[config.mk]
export PLATFORM = sky130hd
export DESIGN_NAME = digit_serial_adder_flat
export DESIGN_NICKNAME = d
export VERILOG_FILES = /design/src/rtl/digit_serial_adder_if.sv /design/src/rtl/digit_serial_adder.sv /design/src/flat_wrapper.sv
export SDC_FILE = /design/constraint.sdc
export NUM_CORES = 1
export LEC_CHECK = 0
export BUFFER_PORTS_ARGS = -buffer_cell sky130_fd_sc_hd__buf_2
export CORE_MARGIN = 2
export CORE_UTILIZATION = 62
export CTS_BUF_LIST = sky130_fd_sc_hd__clkbuf_4 sky130_fd_sc_hd__clkbuf_8
export CTS_CLUSTER_DIAMETER = 50
export DETAILED_ROUTE_END_ITERATION = 6
export PLACE_DENSITY = 0.87
export RECOVER_POWER = 50
export SYNTH_ARGS = -nofsm -noshare
export SYNTH_HDL_FRONTEND = slang
export SYNTH_SLANG_ARGS = --single-unit
[constraint.sdc]
create_clock -name clk -period 5.2 [get_ports clk]
set_input_delay 0 -clock clk [delete_from_list [all_inputs] [get_ports clk]]
set_output_delay 0 -clock clk [all_outputs]
set_load 0.03 [all_outputs]
[src/rtl/digit_serial_adder_if.sv]
// Handshake and operand/result bundle for the digit-serial adder/subtractor.
interface digit_serial_adder_if #(
  parameter int unsigned WIDTH = 16
);
  logic             start;
  logic [WIDTH-1:0] a;
  logic [WIDTH-1:0] b;
  logic             cin;
  logic             sub;
  logic             busy;
  logic             done;
  logic [WIDTH-1:0] sum;
  logic             cout;
  logic             ovf;

  modport master (
    output start, a, b, cin, sub,
    input  busy, done, sum, cout, ovf
  );

  modport slave (
    input  start, a, b, cin, sub,
    output busy, done, sum, cout, ovf
  );
endinterface

[src/rtl/digit_serial_adder.sv]
// Multi-cycle adder/subtractor: WIDTH-bit operands, DIGIT bits per clock, LSB digit first,
// with the inter-digit carry held in a register.
module digit_serial_adder #(
  parameter int unsigned WIDTH = 16,
  parameter int unsigned DIGIT = 4
) (
  input logic                clk,
  input logic                rst,
  digit_serial_adder_if.slave bus
);
  localparam int unsigned N  = WIDTH / DIGIT;
  localparam int unsigned CW = (N > 1) ? $clog2(N) : 1;

  if (WIDTH < 2 || DIGIT < 1 || DIGIT > WIDTH || (WIDTH % DIGIT) != 0) begin : g_param_check
    $error("digit_serial_adder: need WIDTH >= 2, 1 <= DIGIT <= WIDTH, WIDTH %% DIGIT == 0");
  end

  typedef enum logic {IDLE, RUN} state_t;

  state_t           state;
  logic [WIDTH-1:0] a_sr;
  logic [WIDTH-1:0] b_sr;
  logic [WIDTH-1:0] res_sr;
  logic [WIDTH-1:0] res_next;
  logic             carry;
  logic [CW-1:0]    count;
  logic [DIGIT-1:0] dsum;
  logic [DIGIT:0]   dc;

  // Ripple chain of full-adder cells over the low digit; dc[i] is the carry into bit i.
  always_comb begin
    dc    = '0;
    dsum  = '0;
    dc[0] = carry;
    for (int unsigned i = 0; i < DIGIT; i++) begin
      dsum[i]  = a_sr[i] ^ b_sr[i] ^ dc[i];
      dc[i+1]  = (a_sr[i] & b_sr[i]) | (dc[i] & (a_sr[i] ^ b_sr[i]));
    end
    res_next = (res_sr >> DIGIT) | (WIDTH'(dsum) << (WIDTH - DIGIT));
  end

  always_ff @(posedge clk or posedge rst) begin
    if (rst) begin
      state    <= IDLE;
      a_sr     <= '0;
      b_sr     <= '0;
      res_sr   <= '0;
      carry    <= 1'b0;
      count    <= '0;
      bus.busy <= 1'b0;
      bus.done <= 1'b0;
      bus.sum  <= '0;
      bus.cout <= 1'b0;
      bus.ovf  <= 1'b0;
    end else begin
      bus.done <= 1'b0;
      case (state)
        IDLE: begin
          if (bus.start) begin
            a_sr     <= bus.a;
            b_sr     <= bus.sub ? ~bus.b : bus.b;
            carry    <= bus.sub ? 1'b1 : bus.cin;
            count    <= '0;
            bus.busy <= 1'b1;
            state    <= RUN;
          end
        end
        RUN: begin
          a_sr   <= a_sr >> DIGIT;
          b_sr   <= b_sr >> DIGIT;
          res_sr <= res_next;
          carry  <= dc[DIGIT];
          count  <= count + 1'b1;
          // The last digit holds the MSB, so its top two ripple carries give the overflow.
          if (count == CW'(N - 1)) begin
            bus.sum  <= res_next;
            bus.cout <= dc[DIGIT];
            bus.ovf  <= dc[DIGIT-1] ^ dc[DIGIT];
            bus.done <= 1'b1;
            bus.busy <= 1'b0;
            count    <= '0;
            state    <= IDLE;
          end
        end
        default: state <= IDLE;
      endcase
    end
  end
endmodule

[src/flat_wrapper.sv]
// flat-port wrapper written by rule: the top's interface ports become plain ports
module digit_serial_adder_flat 
#(
  parameter int unsigned WIDTH = 16,
  parameter int unsigned DIGIT = 4
)
  (clk, rst, bus_start, bus_a, bus_b, bus_cin, bus_sub, bus_busy, bus_done, bus_sum, bus_cout, bus_ovf);
  digit_serial_adder_if #(.WIDTH(WIDTH)) bus_i ();
  input logic clk;
  input logic rst;
  input wire logic [$bits(bus_i.start)-1:0] bus_start;
  input wire logic [$bits(bus_i.a)-1:0] bus_a;
  input wire logic [$bits(bus_i.b)-1:0] bus_b;
  input wire logic [$bits(bus_i.cin)-1:0] bus_cin;
  input wire logic [$bits(bus_i.sub)-1:0] bus_sub;
  output wire logic [$bits(bus_i.busy)-1:0] bus_busy;
  output wire logic [$bits(bus_i.done)-1:0] bus_done;
  output wire logic [$bits(bus_i.sum)-1:0] bus_sum;
  output wire logic [$bits(bus_i.cout)-1:0] bus_cout;
  output wire logic [$bits(bus_i.ovf)-1:0] bus_ovf;
  assign bus_i.start = bus_start;
  assign bus_i.a = bus_a;
  assign bus_i.b = bus_b;
  assign bus_i.cin = bus_cin;
  assign bus_i.sub = bus_sub;
  assign bus_busy = bus_i.busy;
  assign bus_done = bus_i.done;
  assign bus_sum = bus_i.sum;
  assign bus_cout = bus_i.cout;
  assign bus_ovf = bus_i.ovf;
  digit_serial_adder #(.WIDTH(WIDTH), .DIGIT(DIGIT)) u_core (.clk(clk), .rst(rst), .bus(bus_i));
endmodule
; Word-level counts from Yosys, hierarchy flattened
; Cells that the tools add are included.
[totals]
ff_bits = 72
out_inout_bits = 20
input_bits = 37
wordCells = 60
[classes]
n_reduce_logical = 2
bitwise = 24
muxes = 19
n_eq_ne = 3
n_addsub = 1
[op_table]
columns = op, n
row1 = one-hot mux 16 bit (2 select lines), 2
row2 = 2-to-1 mux 16 bit, 3
row3 = NOT 16 bit, 1
row4 = OR 12 x 16 -> 16 bit, 1
row5 = bitwise XOR 1 bit, 9
row6 = bitwise AND 1 bit, 8
row7 = 2-to-1 mux 1 bit, 8
row8 = one-hot mux 1 bit (2 select lines), 3
row9 = 2-to-1 mux 2 bit, 2
row10 = != test 2 bit (second input constant), 2
row11 = OR 1 bit, 4
row12 = one-hot mux 2 bit (2 select lines), 1
row13 = AND reduction 2 bit, 2
row14 = adder 2 x 1 -> 2 bit (second input constant), 1
row15 = == test 2 bit (second input constant), 1
row16 = NOT 1 bit, 1

; Longest topological paths before layout
[logic_depth]
word_depth = 10
depth_mapped = 9
ltp_nobuf = 9

; Least setup slack after synthesis
; No wires, ideal clock.
[synth_timing]
path_type = register -> register
from = register u_core.carry
to = register u_core.bus.ovf
stages_incl_launch_ff = 10
setup_time_ns = 0.125
n_path_buf = 0
synth_period_minus_slack_ns = 2.145
setup_slack_ns = 3.055
arrival_ns = 2.020
required_time_ns = 5.075
cell_sequence = dfrtp_1 fa_1 inv_1 fa_1 inv_1 fa_1 inv_1 fa_1 xnor2_1 mux2_2
[synth_via]
elab_chain_len = 9
[synth_rtl]
columns = item, line
row1 = "start, declared", digit_serial_adder.sv:25  ; logic carry;
row2 = "start signal, assigned", digit_serial_adder.sv:62  ; carry <= bus.sub ? 1'b1 : bus.cin;
row3 = "start signal, assigned", digit_serial_adder.sv:72  ; carry <= dc[DIGIT];
row4 = bitwise AND 1 bit (*), digit_serial_adder.sv:37  ; dc[i+1] = (a_sr[i] & b_sr[i]) | (dc[i] & (a_sr[i] ^ b_sr[i]));
row5 = OR 1 bit (*), digit_serial_adder.sv:37
row6 = bitwise AND 1 bit (*), digit_serial_adder.sv:37
row7 = OR 1 bit (*), digit_serial_adder.sv:37
row8 = bitwise AND 1 bit (*), digit_serial_adder.sv:37
row9 = OR 1 bit (*), digit_serial_adder.sv:37
row10 = bitwise AND 1 bit, digit_serial_adder.sv:37
row11 = OR 1 bit, digit_serial_adder.sv:37
row12 = bitwise XOR 1 bit (*), digit_serial_adder.sv:78  ; bus.ovf <= dc[DIGIT-1] ^ dc[DIGIT];
row13 = "end signal, assigned", digit_serial_adder.sv:78
row14 = "end, declared", digit_serial_adder_if.sv:23  ; output busy, done, sum, cout, ovf
; Mark *: on every way between the ends. The rest lies on a longest branch, timed or not.
; A chain may end at the register's enable or synchronous reset.

; Worst setup path in the final report
; Same ends and word-level chain as after synthesis.

==> metrics.yaml <==
timing:
  skew_ps: 8.30
  setup_slack_ps: 2890
  hold_viol_final: 0
  fmaxAchievable_ghz: 0.432
  setup_violations: 0
  tightest_slew_ps: 897
  period_share: 0.445
  rsz0062_at_grt: "no"
  maxSlewViolCount: 0
  period_needed_ps: 2310
  tns_ps: 0
  slew-limit-headroom: 0.402
clock_tree:
  clockBufferDepth: 2
  clk_latency_ps: 330
  cts_setup_buffers: 0
  cts_tree: "yes"
  post_cts_resized: 0
  cts_root_buffer: "clkbuf_8"
  numCtsBuffers: 9
  clk_pin_slew_ps: 70
  ctsHoldBuffers: 29
  cts_max_level: 3
  cts_sinks: 68
synth:
  synthArstFlopShare: 1.00
  synth.avg_cell_area_sq_um: 12.4
  synth_edf_count: 0
  yosys.area_share.simple: 0.0876
  synth_xor_area_frac: 0.0471
  synth_top_family_by_area: "multiplexers"
  synth_ff_type: "dfrtp_1"
  synth_compound_area_frac: 0.0781
  synth.area.mux_share: 0.156
  ys_ff_latch: 68
  seq_area_frac_synth: 0.539
  yosysWarnings: 0
  syn_nets: 296
  synth_fa_ha_area_frac: 0.0293
  synth_cell_type_count: 27
  syn_area_sq_um: 3160
  synthCells: 254
setup_path:
  worst_ep_arrival_time_ps: 2520
  critPathLaunchType: "flop"
  worst-r2r-setup-slack_ps: 2890
  crit_path_max_fanout: 3
  slowest_delay_ps: 420
  cp_cell_sequence: "fa_1 > inv_1 > fa_1 > inv_1 > fa_1 > inv_1 > fa_1 > xnor2_1 > mux2_2"
  cp.required_ps: 5410
  endpoint_kind: "flop"
  path_common_cell: "fa_1"
  crit_path_top_delay_cell: "fa_1"
  worstSetupPathType: "reg2reg"
  crit_buf_inv: 3
  critPathTopFamily: "adder cells"
global_route:
  globalRoute.totalOverflow: 0
  grt_pass1_wl_mm: 9.70
  grt_pass1_vias: 2153
  grt_max_degree: 69
  antenna_found_initial: 0
  track_usage: 0.231
floorplan:
  ios: 57
  dieWidth_um: 75.4
  rows: 25
  dieArea_sq_um: 5680
  die_y_um: 75.4
  initial_utilization: 0.656
  fp.coreArea_sq_um: 4820
route:
  drt_pass1_iterations: 4
  postRouteAntennaNets: 0
  routed_wl_mm: 5.91
  drc: 0
  initialDrtViolationCount: 140
  wire_per_inst_um: 14.6
  num_vias: 2120
  viasPerCell: 5.22
worst_hold_path:
  min_path_type: "in2reg"
pwr:
  peakVddDrop_mv: 0.290
  p_sw_mw: 0.734
  pwr-share-comb: 0.357
  p_sw_frac: 0.362
  pwr-share-clk: 0.207
  intPower_mw: 1.29
  seqPwrFrac: 0.436
  powerDensity_nw_per_um2: 526
  p_leak_nw: 1.81
run_status:
  status: "finished, final reports clean"
final_layout:
  fill_cells: 325
  multi_input_area_sq_um: 1260
  final_cells: 406
  regArea_sq_um: 1700
  area_delta_synth_final_pct: 21.9
  fin_nets: 376
  n_antenna_cell: 0
  drive_gt1_frac: 0.245
place:
  placed_cells: 361
  io_buffers: 56
  dp_slack_ps: 2900
  place.gp.congestion: 0.730
  place_hpwl_mm: 3.50
run:
  drv_cap: 0
state kept, by name, summed over array words and instances, names as in the netlist:
name	cells
u_core.a_sr	16
u_core.b_sr	16
u_core.bus.busy	1
u_core.bus.cout	1
u_core.bus.done	1
u_core.bus.ovf	1
u_core.bus.sum	16
u_core.carry	1
u_core.count	2
u_core.res_sr	12
u_core.state	1
power groups by stage:
stage	Clock (mW)	Sequential (mW)	Combinational [mW]
2_1_floorplan	0	0.979	0.474
3_3_place_gp	0	0.875	0.700
3_5_place_dp	0	0.889	0.726
4_1_cts	0.426	0.881	0.751
5_1_grt	0.450	0.915	0.799
6_report	0.419	0.883	0.723
synth_stat cells, types with 2 or more instances:
| master | n | area share |
|---|---|---|
| fa_1 | 4 | 0.025 |
| a211oi_1 | 4 | 0.0095 |
| buf_2 | 5 | 0.0079 |
| a21oi_1 | 2 | 0.0032 |
| buf_6 | 7 | 0.025 |
| buf_4 | 5 | 0.012 |
| dfrtp_1 | 68 | 0.54 |
| o211ai_1 | 9 | 0.021 |
| mux2_4 | 6 | 0.029 |
| o22ai_1 | 2 | 0.0040 |
| nor2_1 | 11 | 0.013 |
| or3b_1 | 13 | 0.036 |
| mux2i_1 | 19 | 0.060 |
| mux2_2 | 19 | 0.068 |
| xnor2_1 | 17 | 0.047 |
| o211ai_2 | 3 | 0.012 |
| o21ai_0 | 13 | 0.021 |
| nand2_1 | 24 | 0.029 |
| inv_1 | 14 | 0.017 |
| nand2b_1 | 2 | 0.0040 |
logic make-up after synthesis:
| kind of cell | after synthesis |
|---|---|
| AOI/OAI and AO/OA | 36 |
| DFF | 68 |
| and+or+nand+nor | 52 |
| xor gates and xnor gates | 17 |
| muxes | 44 |
| buffers and inverters | 32 |
| adders and majority gates | 5 |
per-stage QoR:
step / hold slack (ps) / instance area (sq um) / total power [mW] / utilization
global placement: 240 / 3390 / 1.58 / 0.704
detailed placement: 255 / 3390 / 1.61 / 0.704
floorplan: 156 / 3160 / 1.45 / -
finish: 22.4 / 3850 / 2.03 / 0.799
global route: 19.8 / 3850 / 2.16 / 0.799
CTS: 6.32 / 3870 / 2.06 / 0.804
per-layer routing:
layer,wire length [um],track usage,up-vias
met5,0,0,-
met4,67,0.0994,0
met3,297,0.0503,8
met2,3010,0.380,70
met1,2540,0.299,1018
li1,-,-,1024
worst reg2reg max path: stages, from the launching register on:
cell	delay, ps
dfrtp_1	400
fa_1	420
inv_1	70
fa_1	180
inv_1	60
fa_1	400
inv_1	90
fa_1	230
xnor2_1	90
mux2_2	260
path summary, 6_finish.rpt:
check | start | to | cells past startpoint
worst max-delay path | u_core.carry | u_core.bus.ovf | 9
worst min-delay path | bus_b[1] | u_core.b_sr[1] | 3
worst max register to register | u_core.carry | u_core.bus.ovf | 9
worst min register to register | u_core.a_sr[15] | u_core.a_sr[11] | 2
max in group asynchronous | rst | u_core.b_sr[8] | 4
min in group asynchronous | rst | u_core.bus.sum[2] | 4
area by class of cell:
type | count | area share
Sequential cell | 68 | 0.442
Multi-Input combinational cell | 154 | 0.327
Timing Repair Buffer | 87 | 0.146
Clock buffer | 11 | 0.0361
Tap cell | 67 | 0.0218
Clock inverter | 5 | 0.0137
Inverter | 14 | 0.0137
cell usage in the layout (no fill, tap or decap):
master	netlist	layout
dfrtp_1	68	68
buf_2	5	36
dlygate4sd3_1	0	29
nand2_1	24	24
clkbuf_1	1	20
mux2_2	19	19
mux2i_1	19	19
xnor2_1	17	17
inv_1	14	14
or3b_1	13	13
o21ai_0	13	13
nor2_1	11	11
o211ai_1	9	9
clkbuf_8	0	9
mux2_4	6	6
a211oi_1	4	4
fa_1	4	4
o211ai_2	3	3
clkinv_2	0	3
nand2b_1	2	2
a21oi_1	2	2
o22ai_1	2	2
clkbuf_4	0	2
buf_4	5	2
o31ai_1	1	1
nand2_4	1	1
a22o_1	1	1
nor3b_1	1	1
o21bai_1	1	1
ha_1	1	1
clkinvlp_4	0	1
bufinv_16	0	1
(Power assumes the default switching activity.)
